`config.mk`:
```
export PLATFORM = sky130hd
export DESIGN_NAME = delay_monitor
export DESIGN_NICKNAME = d
export VERILOG_FILES = /design/src/rtl/delay_pkg.sv /design/src/rtl/delay_monitor_edge_detect.sv /design/src/rtl/delay_monitor.sv
export SDC_FILE = /design/constraint.sdc
export NUM_CORES = 1
export LEC_CHECK = 0
export CAP_MARGIN = 10
export CORE_MARGIN = 1.5
export CORE_UTILIZATION = 49
export CTS_CLUSTER_DIAMETER = 50
export DETAILED_ROUTE_END_ITERATION = 10
export PLACE_DENSITY_LB_ADDON = 0.12
export SLEW_MARGIN = 40
export SYNTH_ARGS = -nofsm -noshare
export SYNTH_HDL_FRONTEND = slang
export SYNTH_SLANG_ARGS = --single-unit
export TNS_END_PERCENT = 1
```
`constraint.sdc`:
```
create_clock -name clk -period 2.5 [get_ports clk]
set_input_delay 0.5 -clock clk [delete_from_list [all_inputs] [get_ports clk]]
set_output_delay 0.5 -clock clk [all_outputs]
set_load 0.05 [all_outputs]
```
`src/rtl/delay_pkg.sv`:
```
// Shared definitions for the delay monitor: FSM state encoding and default sizing.
package delay_pkg;

    typedef enum logic [1:0] {
        ST_IDLE   = 2'd0,
        ST_WAIT   = 2'd1,
        ST_REPORT = 2'd2
    } state_e;

    localparam int unsigned DEF_CNT_W    = 4;
    localparam int unsigned DEF_MAX_WAIT = 15;

endpackage

```
`src/rtl/delay_monitor_edge_detect.sv`:
```
// Rising-edge detector: registers the input every cycle and flags a 0->1 transition
// seen at the current edge.
module edge_detect (
    input  logic clk,
    input  logic rst,
    input  logic in,
    output logic rise
);

    logic sense_q;

    always_ff @(posedge clk or negedge rst) begin
        if (!rst) begin
            sense_q <= 1'b0;
        end else begin
            sense_q <= in;
        end
    end

    assign rise = in & ~sense_q;

endmodule

```
`src/rtl/delay_monitor.sv`:
```
// Measures the number of clock cycles between an accepted start request and the next
// rising edge on sense, giving up after MAX_WAIT cycles and reporting a timeout.
module delay_monitor
    import delay_pkg::*;
#(
    parameter int unsigned CNT_W    = DEF_CNT_W,
    parameter int unsigned MAX_WAIT = DEF_MAX_WAIT
) (
    input  logic             clk,
    input  logic             rst,
    input  logic             start,
    input  logic             sense,
    output logic             busy,
    output logic             done,
    output logic             timeout,
    output logic [CNT_W-1:0] delay_count,
    output logic [1:0]       state_out
);

    localparam logic [CNT_W-1:0] MAX_CNT = CNT_W'(MAX_WAIT);

    state_e           state_q;
    logic [CNT_W-1:0] elapsed_q;
    logic [CNT_W-1:0] elapsed_d;
    logic [CNT_W-1:0] delay_q;
    logic             timeout_q;
    logic             busy_q;
    logic             done_q;
    logic             rise;

    edge_detect u_edge (
        .clk  (clk),
        .rst  (rst),
        .in   (sense),
        .rise (rise)
    );

    // elapsed_q stays at most MAX_WAIT-1, so the increment never wraps.
    assign elapsed_d = elapsed_q + CNT_W'(1);

    always_ff @(posedge clk or negedge rst) begin
        if (!rst) begin
            state_q   <= ST_IDLE;
            elapsed_q <= '0;
            delay_q   <= '0;
            timeout_q <= 1'b0;
            busy_q    <= 1'b0;
            done_q    <= 1'b0;
        end else begin
            case (state_q)
                ST_IDLE: begin
                    done_q <= 1'b0;
                    if (start) begin
                        state_q   <= ST_WAIT;
                        elapsed_q <= '0;
                        timeout_q <= 1'b0;
                        busy_q    <= 1'b1;
                    end
                end
                ST_WAIT: begin
                    // A rise on the final allowed cycle takes priority over the timeout.
                    if (rise) begin
                        state_q   <= ST_REPORT;
                        delay_q   <= elapsed_d;
                        timeout_q <= 1'b0;
                        busy_q    <= 1'b0;
                        done_q    <= 1'b1;
                    end else if (elapsed_d == MAX_CNT) begin
                        state_q   <= ST_REPORT;
                        delay_q   <= MAX_CNT;
                        timeout_q <= 1'b1;
                        busy_q    <= 1'b0;
                        done_q    <= 1'b1;
                    end else begin
                        elapsed_q <= elapsed_d;
                    end
                end
                ST_REPORT: begin
                    state_q <= ST_IDLE;
                    busy_q  <= 1'b0;
                    done_q  <= 1'b0;
                end
                default: begin
                    state_q <= ST_IDLE;
                    busy_q  <= 1'b0;
                    done_q  <= 1'b0;
                end
            endcase
        end
    end

    assign busy        = busy_q;
    assign done        = done_q;
    assign timeout     = timeout_q;
    assign delay_count = delay_q;
    assign state_out   = state_q;

endmodule

```
==> key figures <==
Place
  – Dpl cells: 98
  – Number of input and output port buffers inserted: 12
  – Half-perimeter wire length after placement: 1060 um
  – Pre-CTS setup slack: 0.520 ns
  – Gp weighted congestion: 0.854

Final layout
  – # fillers: 123
  – Antenna Cells: 0
  – Synth-to-Final Area Change: 18.9%
  – Final instance count without filler cells: 101
  – Final nets: 93
  – Fraction of layout instances using a drive strength above 1: 0.118

STA
  – Post-route clock period utilization: 0.871
  – Setup TNS: 0 ns
  – Unrepaired setup endpoints after global routing: no
  – Final worst-path setup slack: 0.323 ns
  – Fin. max-slew vios: 0
  – Slew at the pin closest to its max-slew limit: 0.610 ns
  – Relative slew margins: 0.592
  – Largest clock skew in the final design: 0.00111 ns
  – Final Hold Violating Endpoints: 0
  – FMAX: 459 MHz
  – Minimum clock period after layout: 2.18 ns
  – Count of final setup violators: 0

Synthesis
  – Number of flops mapped to enable cells by yosys: 0
  – Top post-synthesis cells by area: sky130_fd_sc_hd__dfrtp_1 45%, sky130_fd_sc_hd__a2bb2oi_1 4.5%, sky130_fd_sc_hd__nor2b_1 4.0%, sky130_fd_sc_hd__o2111ai_4 3.4%, sky130_fd_sc_hd__ha_1 3.2%
  – Biggest area consumer among synthesized cells: sky130_fd_sc_hd__dfrtp_1
  – Most frequently used flop master after synthesis: sky130_fd_sc_hd__dfrtp_1
  – Post-Synthesis Cells: 72
  – Cell with the most instances after synthesis: sky130_fd_sc_hd__dfrtp_1
  – Net count after synthesis: 78
  – Synth Warn #: 0
  – Share of flip-flops with an asynchronous set or reset after synthesis: 1.00
  – Mean cell area of the mapped netlist: 10.8 um2
  – Synthesized area: 774 um2
  – Sequential fraction of the synthesis area: 0.452
  – Flip-flop and latch count after synthesis: 14
  – Most instantiated cells after synthesis: 14 x sky130_fd_sc_hd__dfrtp_1, 6 x sky130_fd_sc_hd__nor2_1, 5 x sky130_fd_sc_hd__nor2b_1, 5 x sky130_fd_sc_hd__o21ai_0
  – Top cell type's share of synthesized area: 0.452
  – Distinct cell type count of the synthesized netlist: 31

Setup path
  – Kind of end point of the critical path: output port
  – Critical R2R Launch: elapsed_q[0]
  – Worst Path Arrival: 1.68 ns
  – Launching element type of the critical path: flip-flop
  – Capturing point of the worst reg2reg path: elapsed_q[1]
  – Critical path cell sequence: clkdlybuf4s50_1
  – Critical path buffers and inverters: 1
  – Kind of cell with the highest combined delay on the critical path: buffers and inverters
  – Stages on the worst setup path: 1
  – Critical path data required time: 2.00 ns
  – Crit-path max cell delay: 0.87 ns
  – Max FO, Critical Path: 11
  – WS Path Type: reg2out
  – Flop2flop setup slack: 0.58 ns
  – Number of cells on the worst reg-to-reg path: 5
  – Master of the slowest instance on the critical path: sky130_fd_sc_hd__clkdlybuf4s50_1

Floorplan
  – Initial Util: 0.520
  – I/O pin count: 13
  – Die width: 42.8 um
  – Core region area: 1490 um2
  – Die outline height: 42.8 um
  – Cell Rows: 14
  – Full die area: 1830 um2

Clock tree
  – Clock transition at the registers of the reported paths: 0.08 ns
  – Largest buffer count on any clock path: 2
  – Clock Root Buffer: sky130_fd_sc_hd__clkbuf_4
  – CTS H-tree lvls: 1
  – Later-pin clock latency in the skew report: 0.28 ns
  – Resize count post-CTS: 0
  – Number of buffers added for setup after CTS: 0
  – Clock buffer count from CTS: 3
  – Sinks on the clock net: 14
  – TritonCTS clock tree: built
  – Hold buffer count at CTS: 0

Pwr
  – Clock network fraction of design power: 0.109
  – Sw Pwr: 549 uW
  – Sw Ratio: 0.485
  – Internal portion of total power: 583 uW
  – Maximum vdd drop: 0.743 mV
  – Portion of total power attributed to combinational logic: 0.530
  – Static power due to leakage: 0.379 nW
  – Power Dens Cells: 1230 nW/um2
  – Sequential group share of total power: 0.361
  – Total power of the final layout: 1.13 mW

Drt
  – Drt total wl: 1490 um
  – Remaining DRCs: 0
  – First-pass detailed-route iteration total: 4
  – Avg Vias per Cell: 5.82
  – Remaining antenna violation count after routing: 0
  – First DRT Iteration DRCs: 14
  – Detailed-route via count: 588
  – DR WL/cell: 14.8 um

Hold path
  – Class of the worst hold path: reg2reg
  – Min-Delay Startpoint: done
  – Hold-critical path endpoint: done
  – Number of cells on the worst hold path: 1

Global routing
  – Final global-route overflow total: 0
  – Overall track demand over capacity in global routing: 0.191
  – Number of global-route vias before repair: 580
  – Wire length of the first global-routing pass: 2530 um
  – Initial antenna violation count: 0
  – Pin count of the biggest net entering global routing: 15

Outcome
  – Status: complete, no violations

Run
  – Max-capacitance violation count: 0
## per-stage QoR
step	area [um2]	utilization	hold slack (ns)
4_1_cts	921	0.618	0.512
3_5_place_dp	898	0.603	0.488
6_report	921	0.618	0.500
3_3_place_gp	898	0.603	0.481
2_1_floorplan	774	-	0.204
5_1_grt	921	0.618	0.520
## area by class of cell
cell class                 instances  area, um2  area share
inverter                           3       11.3      0.0122
tap                               16       20.0      0.0217
multi-input combinational         53        397       0.431
clock buffer                       3       22.5      0.0245
sequential                        14        350       0.380
timing repair buffer              12        120       0.130
## per-layer routing
layer	up-vias	wire length, um	share of wire	track usage
met5	-	0	0	0
met4	0	26	0.017	0.138
met3	4	68	0.046	0.0383
met2	20	652	0.44	0.291
met1	279	746	0.50	0.236
li1	285	-	-	-
## sequential cells by signal, indices dropped and copies added (netlist names)
| register | cells |
|---|---|
| done | 1 |
| delay_count | 4 |
| timeout | 1 |
| state_out | 2 |
| u_edge.sense_q | 1 |
| elapsed_q | 4 |
| busy | 1 |
## worst max-delay path by stage
stage	from	endpoint
after floorplan	elapsed_q[0]	elapsed_q[1]
after global placement	sense	elapsed_q[1]
after detailed placement	sense	elapsed_q[1]
after CTS	state_out[0]	state_out[0]
after global routing	state_out[0]	state_out[0]
final	state_out[0]	state_out[0]
## cells in the final DEF, fill, tap and decap left out
cell type / count
sky130_fd_sc_hd__dfrtp_1: 14
sky130_fd_sc_hd__clkdlybuf4s50_1: 12
sky130_fd_sc_hd__nor2_1: 6
sky130_fd_sc_hd__nor2b_1: 5
sky130_fd_sc_hd__o21ai_0: 5
sky130_fd_sc_hd__nand2_1: 4
sky130_fd_sc_hd__a2bb2oi_1: 4
sky130_fd_sc_hd__inv_1: 3
sky130_fd_sc_hd__nand3_1: 3
sky130_fd_sc_hd__clkbuf_4: 3
sky130_fd_sc_hd__nand2b_1: 2
sky130_fd_sc_hd__o21bai_1: 2
sky130_fd_sc_hd__a31oi_1: 2
sky130_fd_sc_hd__a21oi_1: 2
sky130_fd_sc_hd__ha_1: 2
sky130_fd_sc_hd__a21boi_2: 1
sky130_fd_sc_hd__and3b_1: 1
sky130_fd_sc_hd__o2111ai_4: 1
sky130_fd_sc_hd__a31oi_4: 1
sky130_fd_sc_hd__and2_1: 1
sky130_fd_sc_hd__a22o_1: 1
sky130_fd_sc_hd__nand4_1: 1
sky130_fd_sc_hd__o211ai_1: 1
sky130_fd_sc_hd__nand2_4: 1
sky130_fd_sc_hd__a21o_1: 1
sky130_fd_sc_hd__o41ai_2: 1
sky130_fd_sc_hd__a21oi_4: 1
sky130_fd_sc_hd__xor2_1: 1
sky130_fd_sc_hd__or2_2: 1
sky130_fd_sc_hd__a22oi_1: 1
sky130_fd_sc_hd__o21a_1: 1
## power by group through the flow
| stage | Sequential (mW) | Combinational, mW | Clock, mW |
|---|---|---|---|
| floorplan | 0.571 | 0.262 | 0 |
| global placement | 0.407 | 0.596 | 0 |
| detailed placement | 0.411 | 0.598 | 0 |
| CTS | 0.406 | 0.602 | 0.127 |
| global route | 0.418 | 0.643 | 0.139 |
| finish | 0.409 | 0.600 | 0.124 |
## cells by family (layout without fill, tap and decap cells)
logic type	Yosys count	after routing	share of synthesized area
adder cells (fa/ha/maj)	2	2	0.0323
AND/OR/NAND/NOR	25	25	0.174
buffers and inverters	5	18	0.0355
flip-flops	14	14	0.452
AO/OA/AOI/OAI	25	25	0.294
XOR/XNOR	1	1	0.0113
(Power assumes the default switching activity.)
